$ cat src/rtl/bip_debug_ctrl_if.sv
// Bundle of the UART-side and BIP-side signals of the run/step debug controller.
// The controller uses the slave modport; the host/core model drives through master.
`timescale 1ns/1ps
interface bip_debug_ctrl_if #(
  parameter int NB_DATA            = 16,
  parameter int LOG2_N_INSMEM_ADDR = 11,
  parameter int NB_DATATX          = 8
);
  // Handshakes are single-cycle pulses, not valid/ready pairs: i_rx_done qualifies
  // i_rx_data for one cycle, o_tx_start launches o_tx_data for one cycle, and
  // i_tx_done acknowledges that byte. o_tx_data stays stable until that acknowledge.
  logic [NB_DATATX-1:0]          i_rx_data;
  logic                          i_rx_done;
  logic                          i_halt;
  logic [NB_DATA-1:0]            i_acc;
  logic [NB_DATA-1:0]            i_instruction;
  logic                          i_tx_done;
  logic                          o_bip_enable;
  logic                          o_bip_rst;
  logic [NB_DATATX-1:0]          o_tx_data;
  logic                          o_tx_start;
  logic [LOG2_N_INSMEM_ADDR-1:0] o_nclock;
  logic                          o_busy;
  logic [2:0]                    o_dbg_state;

  modport master (
    output i_rx_data, i_rx_done, i_halt, i_acc, i_instruction, i_tx_done,
    input  o_bip_enable, o_bip_rst, o_tx_data, o_tx_start, o_nclock, o_busy, o_dbg_state
  );

  modport slave (
    input  i_rx_data, i_rx_done, i_halt, i_acc, i_instruction, i_tx_done,
    output o_bip_enable, o_bip_rst, o_tx_data, o_tx_start, o_nclock, o_busy, o_dbg_state
  );
endinterface

$ cat src/rtl/bip_debug_ctrl.sv
// Host-controlled run/step gate for the BIP core with a 6-byte status report
// (acc, instruction, cycle count) returned over the UART transmitter.
`timescale 1ns/1ps
module bip_debug_ctrl #(
  parameter int NB_DATA            = 16,
  parameter int LOG2_N_INSMEM_ADDR = 11,
  parameter int NB_DATATX          = 8
) (
  input  logic            i_clk,
  input  logic            i_rst,
  bip_debug_ctrl_if.slave bus
);
  typedef enum logic [2:0] {
    IDLE    = 3'd0,
    RUN     = 3'd1,
    STEP    = 3'd2,
    TX_SEND = 3'd3,
    TX_WAIT = 3'd4
  } state_t;

  localparam logic [NB_DATATX-1:0] CMD_RUN   = 8'h52;
  localparam logic [NB_DATATX-1:0] CMD_STEP  = 8'h53;
  localparam logic [NB_DATATX-1:0] CMD_RESET = 8'h58;

  state_t                        state_q, state_d;
  logic [2:0]                    idx_q, idx_d;
  logic [LOG2_N_INSMEM_ADDR-1:0] nclk_q, nclk_d;
  logic [NB_DATA-1:0]            acc_q, acc_d;
  logic [NB_DATA-1:0]            instr_q, instr_d;
  logic [15:0]                   nclk16_q, nclk16_d;
  logic                          bip_rst_q, bip_rst_d;
  logic                          tx_start_q;
  logic [NB_DATATX-1:0]          tx_data_q, tx_byte;
  logic                          busy_q;
  logic                          bip_en;
  logic [15:0]                   nclk_ext;

  // Combinational so a HALT raised mid-run masks the very cycle it appears in.
  assign bip_en = ((state_q == RUN) || (state_q == STEP)) && !bus.i_halt;

  always_comb begin
    state_d   = state_q;
    idx_d     = idx_q;
    nclk_d    = nclk_q;
    acc_d     = acc_q;
    instr_d   = instr_q;
    nclk16_d  = nclk16_q;
    bip_rst_d = 1'b0;
    nclk_ext  = '0;
    if (bip_en && (nclk_q != '1)) nclk_d = nclk_q + 1'b1;

    case (state_q)
      IDLE: begin
        if (bus.i_rx_done) begin
          case (bus.i_rx_data)
            CMD_RUN:   state_d = RUN;
            CMD_STEP:  state_d = STEP;
            CMD_RESET: begin
              bip_rst_d = 1'b1;
              nclk_d    = '0;
            end
            default: ;
          endcase
        end
      end
      RUN: begin
        if (bus.i_rx_done && (bus.i_rx_data == CMD_RESET)) begin
          bip_rst_d = 1'b1;
          nclk_d    = '0;
          state_d   = IDLE;
        end else if (bus.i_halt) begin
          state_d = TX_SEND;
        end
      end
      STEP:    state_d = TX_SEND;
      TX_SEND: state_d = TX_WAIT;
      TX_WAIT: begin
        if (bus.i_tx_done) begin
          if (idx_q == 3'd5) begin
            idx_d   = 3'd0;
            state_d = IDLE;
          end else begin
            idx_d   = idx_q + 3'd1;
            state_d = TX_SEND;
          end
        end
      end
      default: state_d = IDLE;
    endcase

    // Snapshot uses nclk_d so the last enabled cycle of a STEP is counted.
    if (((state_q == RUN) || (state_q == STEP)) && (state_d == TX_SEND)) begin
      nclk_ext[LOG2_N_INSMEM_ADDR-1:0] = nclk_d;
      acc_d    = bus.i_acc;
      instr_d  = bus.i_instruction;
      nclk16_d = nclk_ext;
    end

    case (idx_d)
      3'd0:    tx_byte = acc_d[15:8];
      3'd1:    tx_byte = acc_d[7:0];
      3'd2:    tx_byte = instr_d[15:8];
      3'd3:    tx_byte = instr_d[7:0];
      3'd4:    tx_byte = nclk16_d[15:8];
      default: tx_byte = nclk16_d[7:0];
    endcase
  end

  always_ff @(posedge i_clk or posedge i_rst) begin
    if (i_rst) begin
      state_q    <= IDLE;
      idx_q      <= 3'd0;
      nclk_q     <= '0;
      acc_q      <= '0;
      instr_q    <= '0;
      nclk16_q   <= '0;
      bip_rst_q  <= 1'b0;
      tx_start_q <= 1'b0;
      tx_data_q  <= '0;
      busy_q     <= 1'b0;
    end else begin
      state_q    <= state_d;
      idx_q      <= idx_d;
      nclk_q     <= nclk_d;
      acc_q      <= acc_d;
      instr_q    <= instr_d;
      nclk16_q   <= nclk16_d;
      bip_rst_q  <= bip_rst_d;
      tx_start_q <= (state_d == TX_SEND);
      busy_q     <= (state_d != IDLE);
      if (state_d == TX_SEND) tx_data_q <= tx_byte;
    end
  end

  assign bus.o_bip_enable = bip_en;
  assign bus.o_bip_rst    = bip_rst_q;
  assign bus.o_tx_data    = tx_data_q;
  assign bus.o_tx_start   = tx_start_q;
  assign bus.o_nclock     = nclk_q;
  assign bus.o_busy       = busy_q;
  assign bus.o_dbg_state  = state_q;
endmodule
$ cat src/flat_wrapper.sv
// flat-port wrapper written by rule: the top's interface ports become plain ports
module bip_debug_ctrl_flat 
#(
  parameter int NB_DATA            = 16,
  parameter int LOG2_N_INSMEM_ADDR = 11,
  parameter int NB_DATATX          = 8
)
  (i_clk, i_rst, bus_i_rx_data, bus_i_rx_done, bus_i_halt, bus_i_acc, bus_i_instruction, bus_i_tx_done, bus_o_bip_enable, bus_o_bip_rst, bus_o_tx_data, bus_o_tx_start, bus_o_nclock, bus_o_busy, bus_o_dbg_state);
  bip_debug_ctrl_if #(.NB_DATA(NB_DATA), .LOG2_N_INSMEM_ADDR(LOG2_N_INSMEM_ADDR), .NB_DATATX(NB_DATATX)) bus_i ();
  input  logic i_clk;
  input  logic i_rst;
  input wire logic [$bits(bus_i.i_rx_data)-1:0] bus_i_rx_data;
  input wire logic [$bits(bus_i.i_rx_done)-1:0] bus_i_rx_done;
  input wire logic [$bits(bus_i.i_halt)-1:0] bus_i_halt;
  input wire logic [$bits(bus_i.i_acc)-1:0] bus_i_acc;
  input wire logic [$bits(bus_i.i_instruction)-1:0] bus_i_instruction;
  input wire logic [$bits(bus_i.i_tx_done)-1:0] bus_i_tx_done;
  output wire logic [$bits(bus_i.o_bip_enable)-1:0] bus_o_bip_enable;
  output wire logic [$bits(bus_i.o_bip_rst)-1:0] bus_o_bip_rst;
  output wire logic [$bits(bus_i.o_tx_data)-1:0] bus_o_tx_data;
  output wire logic [$bits(bus_i.o_tx_start)-1:0] bus_o_tx_start;
  output wire logic [$bits(bus_i.o_nclock)-1:0] bus_o_nclock;
  output wire logic [$bits(bus_i.o_busy)-1:0] bus_o_busy;
  output wire logic [$bits(bus_i.o_dbg_state)-1:0] bus_o_dbg_state;
  assign bus_i.i_rx_data = bus_i_rx_data;
  assign bus_i.i_rx_done = bus_i_rx_done;
  assign bus_i.i_halt = bus_i_halt;
  assign bus_i.i_acc = bus_i_acc;
  assign bus_i.i_instruction = bus_i_instruction;
  assign bus_i.i_tx_done = bus_i_tx_done;
  assign bus_o_bip_enable = bus_i.o_bip_enable;
  assign bus_o_bip_rst = bus_i.o_bip_rst;
  assign bus_o_tx_data = bus_i.o_tx_data;
  assign bus_o_tx_start = bus_i.o_tx_start;
  assign bus_o_nclock = bus_i.o_nclock;
  assign bus_o_busy = bus_i.o_busy;
  assign bus_o_dbg_state = bus_i.o_dbg_state;
  bip_debug_ctrl #(.NB_DATA(NB_DATA), .LOG2_N_INSMEM_ADDR(LOG2_N_INSMEM_ADDR), .NB_DATATX(NB_DATATX)) u_core (.i_clk(i_clk), .i_rst(i_rst), .bus(bus_i));
endmodule
$ cat config.mk
export PLATFORM = sky130hd
export DESIGN_NAME = bip_debug_ctrl_flat
export DESIGN_NICKNAME = d
export VERILOG_FILES = /design/src/rtl/bip_debug_ctrl_if.sv /design/src/rtl/bip_debug_ctrl.sv /design/src/flat_wrapper.sv
export SDC_FILE = /design/constraint.sdc
export NUM_CORES = 1
export LEC_CHECK = 0
export BUFFER_PORTS_ARGS = -buffer_cell sky130_fd_sc_hd__buf_4
export CAP_MARGIN = 20
export CORE_MARGIN = 2
export CORE_UTILIZATION = 59
export DETAILED_ROUTE_END_ITERATION = 8
export GPL_TIMING_DRIVEN = 0
export PLACE_DENSITY = 0.84
export SLEW_MARGIN = 20
export SYNTH_ARGS = -nofsm -noshare
export SYNTH_HDL_FRONTEND = slang
export SYNTH_SLANG_ARGS = --single-unit
export TNS_END_PERCENT = 1
$ cat constraint.sdc
create_clock -name i_clk -period 3.7 [get_ports i_clk]
set_clock_uncertainty 0.1 [all_clocks]
set_input_delay 0.37 -clock i_clk [delete_from_list [all_inputs] [get_ports i_clk]]
set_output_delay 0.37 -clock i_clk [all_outputs]
set_load 0.02 [all_outputs]
==> key figures, run 1 <==
Status
  – Status: complete, no violations

Logic synthesis
  – FFs w/ async S/R, synth: 100%
  – Synthesized flop and latch total: 76
  – Top-area cell type share of the netlist area: 51.7%
  – Register area share after synthesis: 51.7%
  – Yosys cell types: 66
  – Top-count cell post-synth: dfrtp_1
  – Mapped Area: 3680 um2
  – Syn Nets: 402
  – Syn. warnings: 0
  – Mapped Cells: 356
  – Top cells by area, synth: dfrtp_1, mux2_2, nand2_1
  – Predominant post-synthesis flop cell: dfrtp_1
  – Cell accounting for the most synthesized area: dfrtp_1
  – Syn Area/Cell: 10.3 um2
  – Post-synth EDFFs: 0
  – Most frequent cells after synthesis: dfrtp_1, nand2_1, mux2_2

Worst setup path
  – Crit path launch type: flip-flop
  – Worst EP arrival: 3.03 ns
  – Critical path type: reg2reg
  – CP Max Fanout: 8
  – CP required: 3.82 ns
  – Crit end category: flip-flop

Place
  – Gp weighted congestion: 0.866
  – Port-buffer cells: 70
  – HPWL Detailed: 6.54 mm
  – Placed cell area: 4330 um2

Finish
  – Final instance area: 4550 um2
  – Fillers: 431
  – Layout cell share with drive strength beyond 1: 30.0%
  – Fin nets: 485
  – Diodes inserted: 0
  – Multi-input gate area: 1630 um2
  – Layout Area Growth over Synthesis: 23.6%
  – Register area: 1900 um2

Global routing
  – Antenna violations before repair: 0
  – GR peak layer: met2
  – Gr usage total: 27.5%
  – Met2 Usage GRT: 43.9%
  – GR Util met1: 37.2%
  – Total gr overflow: 0
  – Vias in the first global route: 3083
  – First-pass GRT wire length: 15.1 mm
  – Largest net degree at the start of global routing: 61
  – M3 GR Usage: 6.16%

Clock network
  – Post-CTS sizing: 0
  – Num Clock Sinks: 76
  – Clk buf depth: 2
  – Num CTS Buffers: 9
  – Root Driver: clkbuf_8
  – CTS tree: built
  – Clock transition at path regs: 0.08 ns
  – Worst-Skew Late Latency: 0.35 ns
  – # H-tree levels: 3

Die
  – Die ar.: 6890 um2
  – Core Area: 5990 um2
  – Die X-Extent: 83.0 um
  – # rows: 28
  – Die height: 83.0 um
  – Initial Utilization: 61.4%
  – # IOs: 71

Drt
  – WL final: 9.09 mm
  – Mean number of vias per cell: 5.96
  – Initial DRT Pass Iterations: 5
  – WL per Instance: 17.5 um
  – Initial DRC count: 262
  – Number of remaining DRC errors: 0
  – Antenna-violating nets left: 0
  – Via count: 3095

Timing
  – Relative slew slack: 45.6%
  – Worst-Margin Slew: 0.809 ns
  – Setup TNS: 0 ns
  – Fmax: 0.344 GHz
  – Final slew viol count: 0
  – Final period utilization: 78.6%
  – Final min period: 2.91 ns
  – RSZ-0062 raised after global routing: no
  – Final Hold Fails: 0
  – Final setup fails: 0

Power and ir drop
  – Static Leak: 2.10 nW
  – VDD IR max: 0.000587 V
  – PD cells: 861 nW/um2
  – Overall power: 3.92 mW

Min path
  – Worst min path class: in2reg

Run
  – Max Cap Viol: 0
-- report_power, final --
part	internal [mW]	leakage [nW]	switching (mW)	total (mW)
Sequential	1.15	0.954	0.169	1.32
Combinational	0.804	1.05	1.13	1.94
Clock	0.350	0.102	0.315	0.664
-- worst paths after layout --
path                            depth (start not counted)                       to                      start  slack [ns]
worst max-delay path                                    9  u_core.bus.o_tx_data[1]  u_core.bus.o_dbg_state[1]        0.79
worst min-delay path                                    3        u_core.instr_q[9]       bus_i_instruction[9]        0.12
worst max register to register                          9  u_core.bus.o_tx_data[1]  u_core.bus.o_dbg_state[1]        0.79
max in group asynchronous                               4          u_core.acc_q[2]                      i_rst        2.54
worst min register to register                          2          u_core.acc_q[1]            u_core.acc_q[1]        0.37
min in group asynchronous                               3      u_core.nclk16_q[13]                      i_rst        0.41
-- sequential cells by signal (all words and copies together) (netlist names) --
register / cells
u_core.acc_q: 16
u_core.bus.o_dbg_state: 3
u_core.idx_q: 3
u_core.bus.o_busy: 1
u_core.bus.o_tx_start: 1
u_core.nclk16_q: 16
u_core.bus.o_nclock: 11
u_core.instr_q: 16
u_core.bus.o_bip_rst: 1
u_core.bus.o_tx_data: 8
-- placed cells by master, fill, tap and decap left out, types with 7 or more instances in the layout --
master / count
a21oi_1: 11
buf_4: 71
clkbuf_8: 11
dfrtp_1: 76
inv_1: 10
mux2_2: 23
nand2_1: 67
nand3_1: 11
nor2_1: 21
nor3_1: 7
o21ai_0: 9
xnor2_1: 8
-- kinds of logic (layout without fill, tap and decap cells) --
kind of cell | Yosys count | count (layout) | synth area share, %
xor gates and xnor gates | 9 | 9 | 2.14
muxes | 31 | 31 | 9.62
DFF | 76 | 76 | 51.7
buffers and inverters | 30 | 118 | 4.08
adders and majority gates | 1 | 1 | 0.340
AOI/OAI and AO/OA | 67 | 67 | 13.1
and+or+nand+nor | 142 | 142 | 19.0
-- what timing repair did --
item / in CTS / in global routing
hold buffers: 1 / 0
setup buffers: 0 / 0
endpoints found under the hold margin: 16 / 0
-- cell type report --
cell class,instances,share of cell area [%]
Buffer,18,2.31
Clock buffer,11,3.33
Clock inverter,5,1.29
Inverter,12,1.04
Multi-Input combinational cell,250,35.8
Sequential cell,76,41.8
Tap cell,75,2.06
Timing Repair Buffer,72,12.4
-- per-stage QoR --
stage	instances	hold WS [ns]	utilization [%]	setup WS [ns]
2_1_floorplan	356	0.337	-	1.24
3_3_place_gp	501	0.355	71.8	0.444
3_5_place_dp	502	0.227	72.3	0.959
4_1_cts	519	0.117	76.0	0.863
5_1_grt	519	0.131	76.0	0.612
6_report	519	0.121	76.0	0.792
-- metal layers --
metal  vias to the layer above  share of wire [%]
met5                         -                  0
li1                       1430                  -
met2                       126                 49
met1                      1517                 42
met4                         0                2.2
met3                        22                6.6
-- worst max-delay path, cell delays in order (launching register included) --
cell and delay (ns):
dfrtp_1 0.38, buf_4 0.16, nor4bb_1 0.40, buf_2 0.30
xnor2_1 0.30, nor2_2 0.21, a22oi_1 0.21, o211ai_1 0.15
a2111oi_0 0.44, o41ai_1 0.13
Note: power is estimated with default switching activity, not from simulation.
==> inputs of run 2 (changes only) <==
--- a/config.mk
+++ b/config.mk
@@ -8,10 +8,10 @@
 export BUFFER_PORTS_ARGS = -buffer_cell sky130_fd_sc_hd__buf_4
 export CAP_MARGIN = 20
 export CORE_MARGIN = 2
-export CORE_UTILIZATION = 59
+export CORE_UTILIZATION = 55
 export DETAILED_ROUTE_END_ITERATION = 8
 export GPL_TIMING_DRIVEN = 0
-export PLACE_DENSITY = 0.84
+export PLACE_DENSITY = 0.79
 export SLEW_MARGIN = 20
 export SYNTH_ARGS = -nofsm -noshare
 export SYNTH_HDL_FRONTEND = slang
==> constraint.sdc (replaced) <==
create_clock -name i_clk -period 2.8 [get_ports i_clk]
set_clock_uncertainty 0.1 [all_clocks]
set_input_delay 0.28 -clock i_clk [delete_from_list [all_inputs] [get_ports i_clk]]
set_output_delay 0.28 -clock i_clk [all_outputs]
set_load 0.02 [all_outputs]
==> key figures, run 2 (synthesized netlist as in run 1, its figures left out) <==
Finish
  – Fillers: 467 (+8.4%)
  – Layout cell share with drive strength beyond 1: 30.9% (+0.90 points)
  – Layout Area Growth over Synthesis: 24.6%
  – Most frequent cells in the layout: dfrtp_1, buf_4, nand2_1
  – Fin nets: 485 (unchanged)
  – Leading cell type in the layout, fill and taps excluded: dfrtp_1
  – Biggest regs: u_core.acc_q: 16 flops, u_core.instr_q: 16 flops, u_core.nclk16_q: 16 flops
  – Diodes inserted: 0 (unchanged)
  – Final Util: 71.4% (-4.5 points)

Place
  – Port-buffer cells: 70 (unchanged)
  – HPWL Detailed: 6.49 mm (-0.74%)
  – Gp weighted congestion: 0.874 (+0.85%)

Drt
  – Mean number of vias per cell: 5.85 (-1.9%)
  – Number of remaining DRC errors: 8 (+8)
  – Initial DRT Pass Iterations: 7 (+2)
  – WL per Instance: 17.5 um (+0.21%)
  – Antenna-violating nets left: 0 (unchanged)
  – WL final: 9.14 mm (+0.59%)
  – Via count: 3049 (-1.5%)
  – Initial DRC count: 212 (-19%)

Worst setup path
  – Largest stage delay on the critical path: 0.39 ns (-0.05 ns)
  – Critical path's top delay family: compound AO/OA/AOI/OAI gates
  – Worst r2r dst: u_core.bus.o_tx_data[2]
  – Worst EP arrival: 2.83 ns (-0.20 ns)
  – Path depth of the worst reg2reg path: 10 (+1)
  – CP Max Fanout: 10 (+2)
  – Crit end category: flip-flop
  – CP required: 2.93 ns (-0.89 ns)
  – Reg2reg setup slack: 0.1 ns (-0.69 ns)
  – RR Startpoint: u_core.bus.o_dbg_state[1]
  – Max stage delay cell, worst path: nor4bb_1
  – Critical path type: reg2reg
  – Bufs and invs on worst path: 3 (+1)
  – Critical-path cell list: buf_4 > nor4bb_1 > buf_4 > buf_2 > mux2i_1 > nor2_1 > a31oi_1 > o221ai_1 > a311oi_1 > a31oi_1
  – Crit path launch type: flip-flop

Die
  – Die ar.: 7360 um2 (+6.9%)
  – Die height: 85.8 um (+3.4%)
  – # IOs: 71 (unchanged)
  – Initial Utilization: 57.3% (-4.1 points)
  – Core Area: 6420 um2 (+7.2%)
  – # rows: 29 (+3.6%)
  – Die X-Extent: 85.8 um (+3.4%)

Clock network
  – CTS tree: built
  – Num CTS Buffers: 9 (unchanged)
  – Root Driver: clkbuf_8
  – Num Clock Sinks: 76 (unchanged)
  – Worst-Skew Late Latency: 0.36 ns (about the same)
  – Post-CTS Setup Inserts: 0 (unchanged)
  – Clock transition at path regs: 0.08 ns (about the same)
  – # H-tree levels: 3 (unchanged)
  – Clk buf depth: 2 (unchanged)

Global routing
  – Largest net degree at the start of global routing: 56 (-8.2%)
  – Vias in the first global route: 2987 (-3.1%)
  – First-pass GRT wire length: 14.6 mm (-3.1%)
  – Total gr overflow: 0 (unchanged)
  – Gr usage total: 26.0% (-1.5 points)
  – Antenna violations before repair: 0 (unchanged)

Power and ir drop
  – PD cells: 1150 nW/um2 (+34%)
  – VDD IR max: 0.000569 V (-3.0%)
  – Static Leak: 2.13 nW (+0.97%)

Timing
  – Final min period: 2.70 ns (-0.207 ns)
  – RSZ-0062 raised after global routing: yes
  – Setup TNS: 0 ns (unchanged)
  – Fmax: 0.370 GHz (+7.7%)
  – Relative slew slack: 41.4% (-4.2 points)
  – Final period utilization: 96.5% (+18 points)
  – Worst-Margin Slew: 0.872 ns (+0.0629 ns)
  – Final Hold Fails: 0 (unchanged)
  – Final slew viol count: 0 (unchanged)
  – Final setup fails: 0 (unchanged)

Run
  – Max Cap Viol: 0 (unchanged)

Min path
  – Hold depth: 3 (unchanged)
  – Hold Startpoint: bus_i_instruction[9]
  – Worst min path class: in2reg
  – WHS Endpoint: u_core.instr_q[9]

Status
  – Failing checks: design-rule violations
  – Status: finished, violations left
==> run 2: what timing repair did <==
item                       CTS  global route
hold endpoints to repair    21             0
hold buffers                 1             0
gates resized for setup      0             8
setup endpoints to repair    0             7
==> run 2: power by group <==
group / switching (mW) / internal, mW / leakage [nW] / total, mW
Combinational: 1.52 / 1.08 / 1.06 / 2.60
Sequential: 0.224 / 1.52 / 0.954 / 1.74
Clock: 0.422 / 0.526 / 0.113 / 0.948
==> run 2: worst max-delay path by stage <==
stage / startpoint / endpoint / slack (ns) / cells after the start
2_1_floorplan: u_core.bus.o_dbg_state[1] / u_core.bus.o_tx_data[3] / 0.34 / 10
3_3_place_gp: i_rst / u_core.instr_q[10] / -0.37 / 2
3_5_place_dp: u_core.bus.o_dbg_state[1] / u_core.bus.o_tx_data[1] / 0.05 / 9
4_1_cts: u_core.bus.o_dbg_state[1] / u_core.bus.o_tx_data[1] / 0.009 / 9
5_1_grt: u_core.bus.o_dbg_state[1] / u_core.bus.o_tx_data[2] / -0.04 / 10
6_report: u_core.bus.o_dbg_state[1] / u_core.bus.o_tx_data[2] / 0.1 / 10
==> run 2: routing by layer <==
layer | GRT usage, % | vias to the layer above | part of all wire, %
met5 | 0 | - | 0
met3 | 5.10 | 15 | 5.1
met4 | 9.96 | 0 | 1.6
li1 | - | 1436 | -
met1 | 34.8 | 1494 | 46
met2 | 42.3 | 104 | 48
==> run 2: cell type report <==
type / count / area, um2 / share of cell area [%]
Clock inverter: 6 / 86.3 / 1.88
Multi-Input combinational cell: 250 / 1650 / 35.9
Sequential cell: 76 / 1900 / 41.5
Inverter: 12 / 47.5 / 1.04
Timing Repair Buffer: 72 / 563 / 12.3
Buffer: 18 / 109 / 2.37
Tap cell: 77 / 96.3 / 2.10
Clock buffer: 10 / 138 / 3.00
==> run 2: metrics by stage <==
stage	instance area [um2]	setup WS (ns)	hold WS, ns	std cells	total power [mW]
2_1_floorplan	3680	0.344	0.285	356	3.51
3_3_place_gp	4300	-0.366	0.351	503	4.20
3_5_place_dp	4330	0.0518	0.162	504	4.30
4_1_cts	4570	0.00905	0.0224	521	5.26
5_1_grt	4590	-0.0410	0.0328	521	5.62
6_report	4590	0.0987	0.0219	521	5.29
==> run 2: worst min-delay path: stages <==
cell	delay, ns
buf_4	0.08
nand2_1	0.04
nand2_1	0.04
==> inputs of run 3 (changes only) <==
--- a/config.mk
+++ b/config.mk
@@ -5,7 +5,7 @@
 export SDC_FILE = /design/constraint.sdc
 export NUM_CORES = 1
 export LEC_CHECK = 0
-export BUFFER_PORTS_ARGS = -buffer_cell sky130_fd_sc_hd__buf_4
+export BUFFER_PORTS_ARGS = -buffer_cell sky130_fd_sc_hd__buf_2
 export CAP_MARGIN = 20
 export CORE_MARGIN = 2
 export CORE_UTILIZATION = 55
==> constraint.sdc (replaced) <==
create_clock -name i_clk -period 2.8 [get_ports i_clk]
set_clock_uncertainty 0.1 [all_clocks]
set_input_delay 0.42 -clock i_clk [delete_from_list [all_inputs] [get_ports i_clk]]
set_output_delay 0.42 -clock i_clk [all_outputs]
set_load 0.02 [all_outputs]
==> key figures, run 3 (synthesized netlist as in run 1, its figures left out) <==
Status
  – Status: finished, violations left
  – Failing checks: design-rule violations, negative hold slack

Place
  – Port-buffer cells: 70 (unchanged)
  – Inst Count DP: 504 (unchanged)
  – HPWL Detailed: 6.25 mm (-3.7%)
  – Gp weighted congestion: 0.869 (-0.53%)
  – Placed cell area: 4150 um2 (-4.2%)

Die
  – Initial Utilization: 57.3% (unchanged)
  – # IOs: 71 (unchanged)
  – # rows: 29 (unchanged)
  – Die height: 85.8 um (unchanged)
  – Core Area: 6420 um2 (unchanged)
  – Die ar.: 7360 um2 (unchanged)
  – Die X-Extent: 85.8 um (unchanged)

Clock network
  – Clk buf depth: 2 (unchanged)
  – Worst-Skew Late Latency: 0.35 ns (about the same)
  – Clock transition at path regs: 0.08 ns (about the same)
  – Num CTS Buffers: 9 (unchanged)
  – Count of hold buffers inserted by post-cts repair: 0 (-1)
  – Root Driver: clkbuf_8
  – Num Clock Sinks: 76 (unchanged)
  – CTS tree: built
  – # H-tree levels: 3 (unchanged)

Drt
  – WL final: 8.77 mm (-4.1%)
  – Mean number of vias per cell: 5.97 (+2.0%)
  – Number of remaining DRC errors: 8 (unchanged)
  – Initial DRT Pass Iterations: 9 (+2)
  – Met2 WL: 4.06 mm (-6.7%)
  – Top layer in use: met4
  – Routed wl met3: 686 um (+47%)
  – Via count: 3098 (+1.6%)
  – Antenna-violating nets left: 0 (unchanged)
  – WL per Instance: 16.9 um (-3.7%)
  – Wire length on met1: 3.85 mm (-7.8%)
  – Initial DRC count: 249 (+17%)

Min path
  – Worst min path class: in2async

Global routing
  – Total gr overflow: 0 (unchanged)
  – First-pass GRT wire length: 14.0 mm (-4.3%)
  – Largest net degree at the start of global routing: 40 (-29%)
  – Gr usage total: 24.9% (-1.1 points)
  – Antenna violations before repair: 0 (unchanged)
  – Vias in the first global route: 2849 (-4.6%)

Power and ir drop
  – PD cells: 1160 nW/um2 (+0.41%)
  – VDD IR max: 0.000563 V (-1.1%)
  – Static Leak: 2.05 nW (-3.4%)
  – Overall power: 5.06 mW (-4.2%)

Worst setup path
  – CP required: 2.94 ns (about the same)
  – Critical path type: reg2reg
  – Worst EP arrival: 2.82 ns (about the same)
  – CP Max Fanout: 10 (unchanged)
  – Crit path launch type: flip-flop
  – Crit end category: flip-flop

Finish
  – Fillers: 519 (+11%)
  – Diodes inserted: 0 (unchanged)
  – Layout Area Growth over Synthesis: 18.9%
  – Biggest regs: u_core.acc_q: 16 flops, u_core.instr_q: 16 flops, u_core.nclk16_q: 16 flops
  – Final instance area: 4380 um2 (-4.6%)
  – Leading cell type in the layout, fill and taps excluded: dfrtp_1
  – Multi-input gate area: 1660 um2 (+0.53%)
  – Most frequent cells in the layout: dfrtp_1, buf_2, nand2_1
  – Register area: 1900 um2 (unchanged)
  – Layout cell share with drive strength beyond 1: 31.2% (+0.37 points)
  – Fin cells: 519 (-0.38%)
  – Fin nets: 485 (unchanged)

Timing
  – Relative slew slack: 56.2% (+15 points)
  – Hold Slack: -0.00684 ns (-0.0287 ns)
  – Final setup fails: 0 (unchanged)
  – Worst-Margin Slew: 0.653 ns (-0.219 ns)
  – Fmax: 0.373 GHz (+0.80%)
  – Final period utilization: 95.7% (-0.76 points)
  – Final min period: 2.68 ns (-0.0213 ns)
  – Final slew viol count: 0 (unchanged)
  – Final Hold Fails: 8 (+8)

Run
  – Max Cap Viol: 0 (unchanged)
-- run 3: what timing repair did --
item	4_1_cts	5_1_grt
endpoints found under the setup margin	0	6
gates resized for setup	0	8
buffers inserted	0	1
-- run 3: cell type report --
class | instances | share of cell area (%)
multi-input cells | 250 | 37.8
inverters | 12 | 1.09
plain buffers | 18 | 2.49
well taps | 77 | 2.20
clock buffers | 10 | 3.14
clock inverters | 4 | 1.17
flip-flops and latches | 76 | 43.5
repair buffers | 72 | 8.63
-- run 3: path summary, 6_finish.rpt --
check	slack, ns	end	cells after the start	start
min in group i_clk	0.17	u_core.instr_q[1]	3	bus_i_instruction[1]
worst max-delay path	0.12	u_core.bus.o_tx_data[7]	8	u_core.idx_q[0]
worst max register to register	0.12	u_core.bus.o_tx_data[7]	8	u_core.idx_q[0]
max in group asynchronous	2.03	u_core.bus.o_nclock[8]	3	i_rst
worst min-delay path	-0.007	u_core.acc_q[7]	2	i_rst
worst min register to register	0.38	u_core.acc_q[1]	2	u_core.acc_q[1]
-- run 3: where the power goes --
part           switching (mW)  internal [mW]
combinational            1.51          0.998
clock                   0.393          0.426
sequential              0.215           1.52
-- run 3: stage by stage --
step | worst slack (ns) | util [%] | setup TNS (ns) | hold slack (ns)
6_report | 0.120 | 68.1 | 0 | -0.00684
5_1_grt | -0.0102 | 68.1 | -0.0102 | 0.0326
4_1_cts | 0.108 | 67.6 | 0 | 0.00982
3_5_place_dp | -0.0377 | 64.6 | -0.0377 | 0.355
3_3_place_gp | -0.498 | 64.3 | -37.64 | 0.353
2_1_floorplan | 0.342 | - | 0 | 0.337
-- run 3: critical path: stages, from the launching register on --
cell	delay, ns
dfrtp_1	0.38
buf_1	0.39
nand2_1	0.17
o2111ai_1	0.24
a21oi_1	0.12
a31oi_1	0.45
clkbuf_1	0.43
a21oi_1	0.08
a22o_1	0.21
-- run 3: per-layer routing --
layer  vias to the layer above  track usage, %
met2                       147            38.0
met3                        22            6.54
li1                       1435               -
met5                         -               0
met1                      1494            35.2
met4                         0            7.79
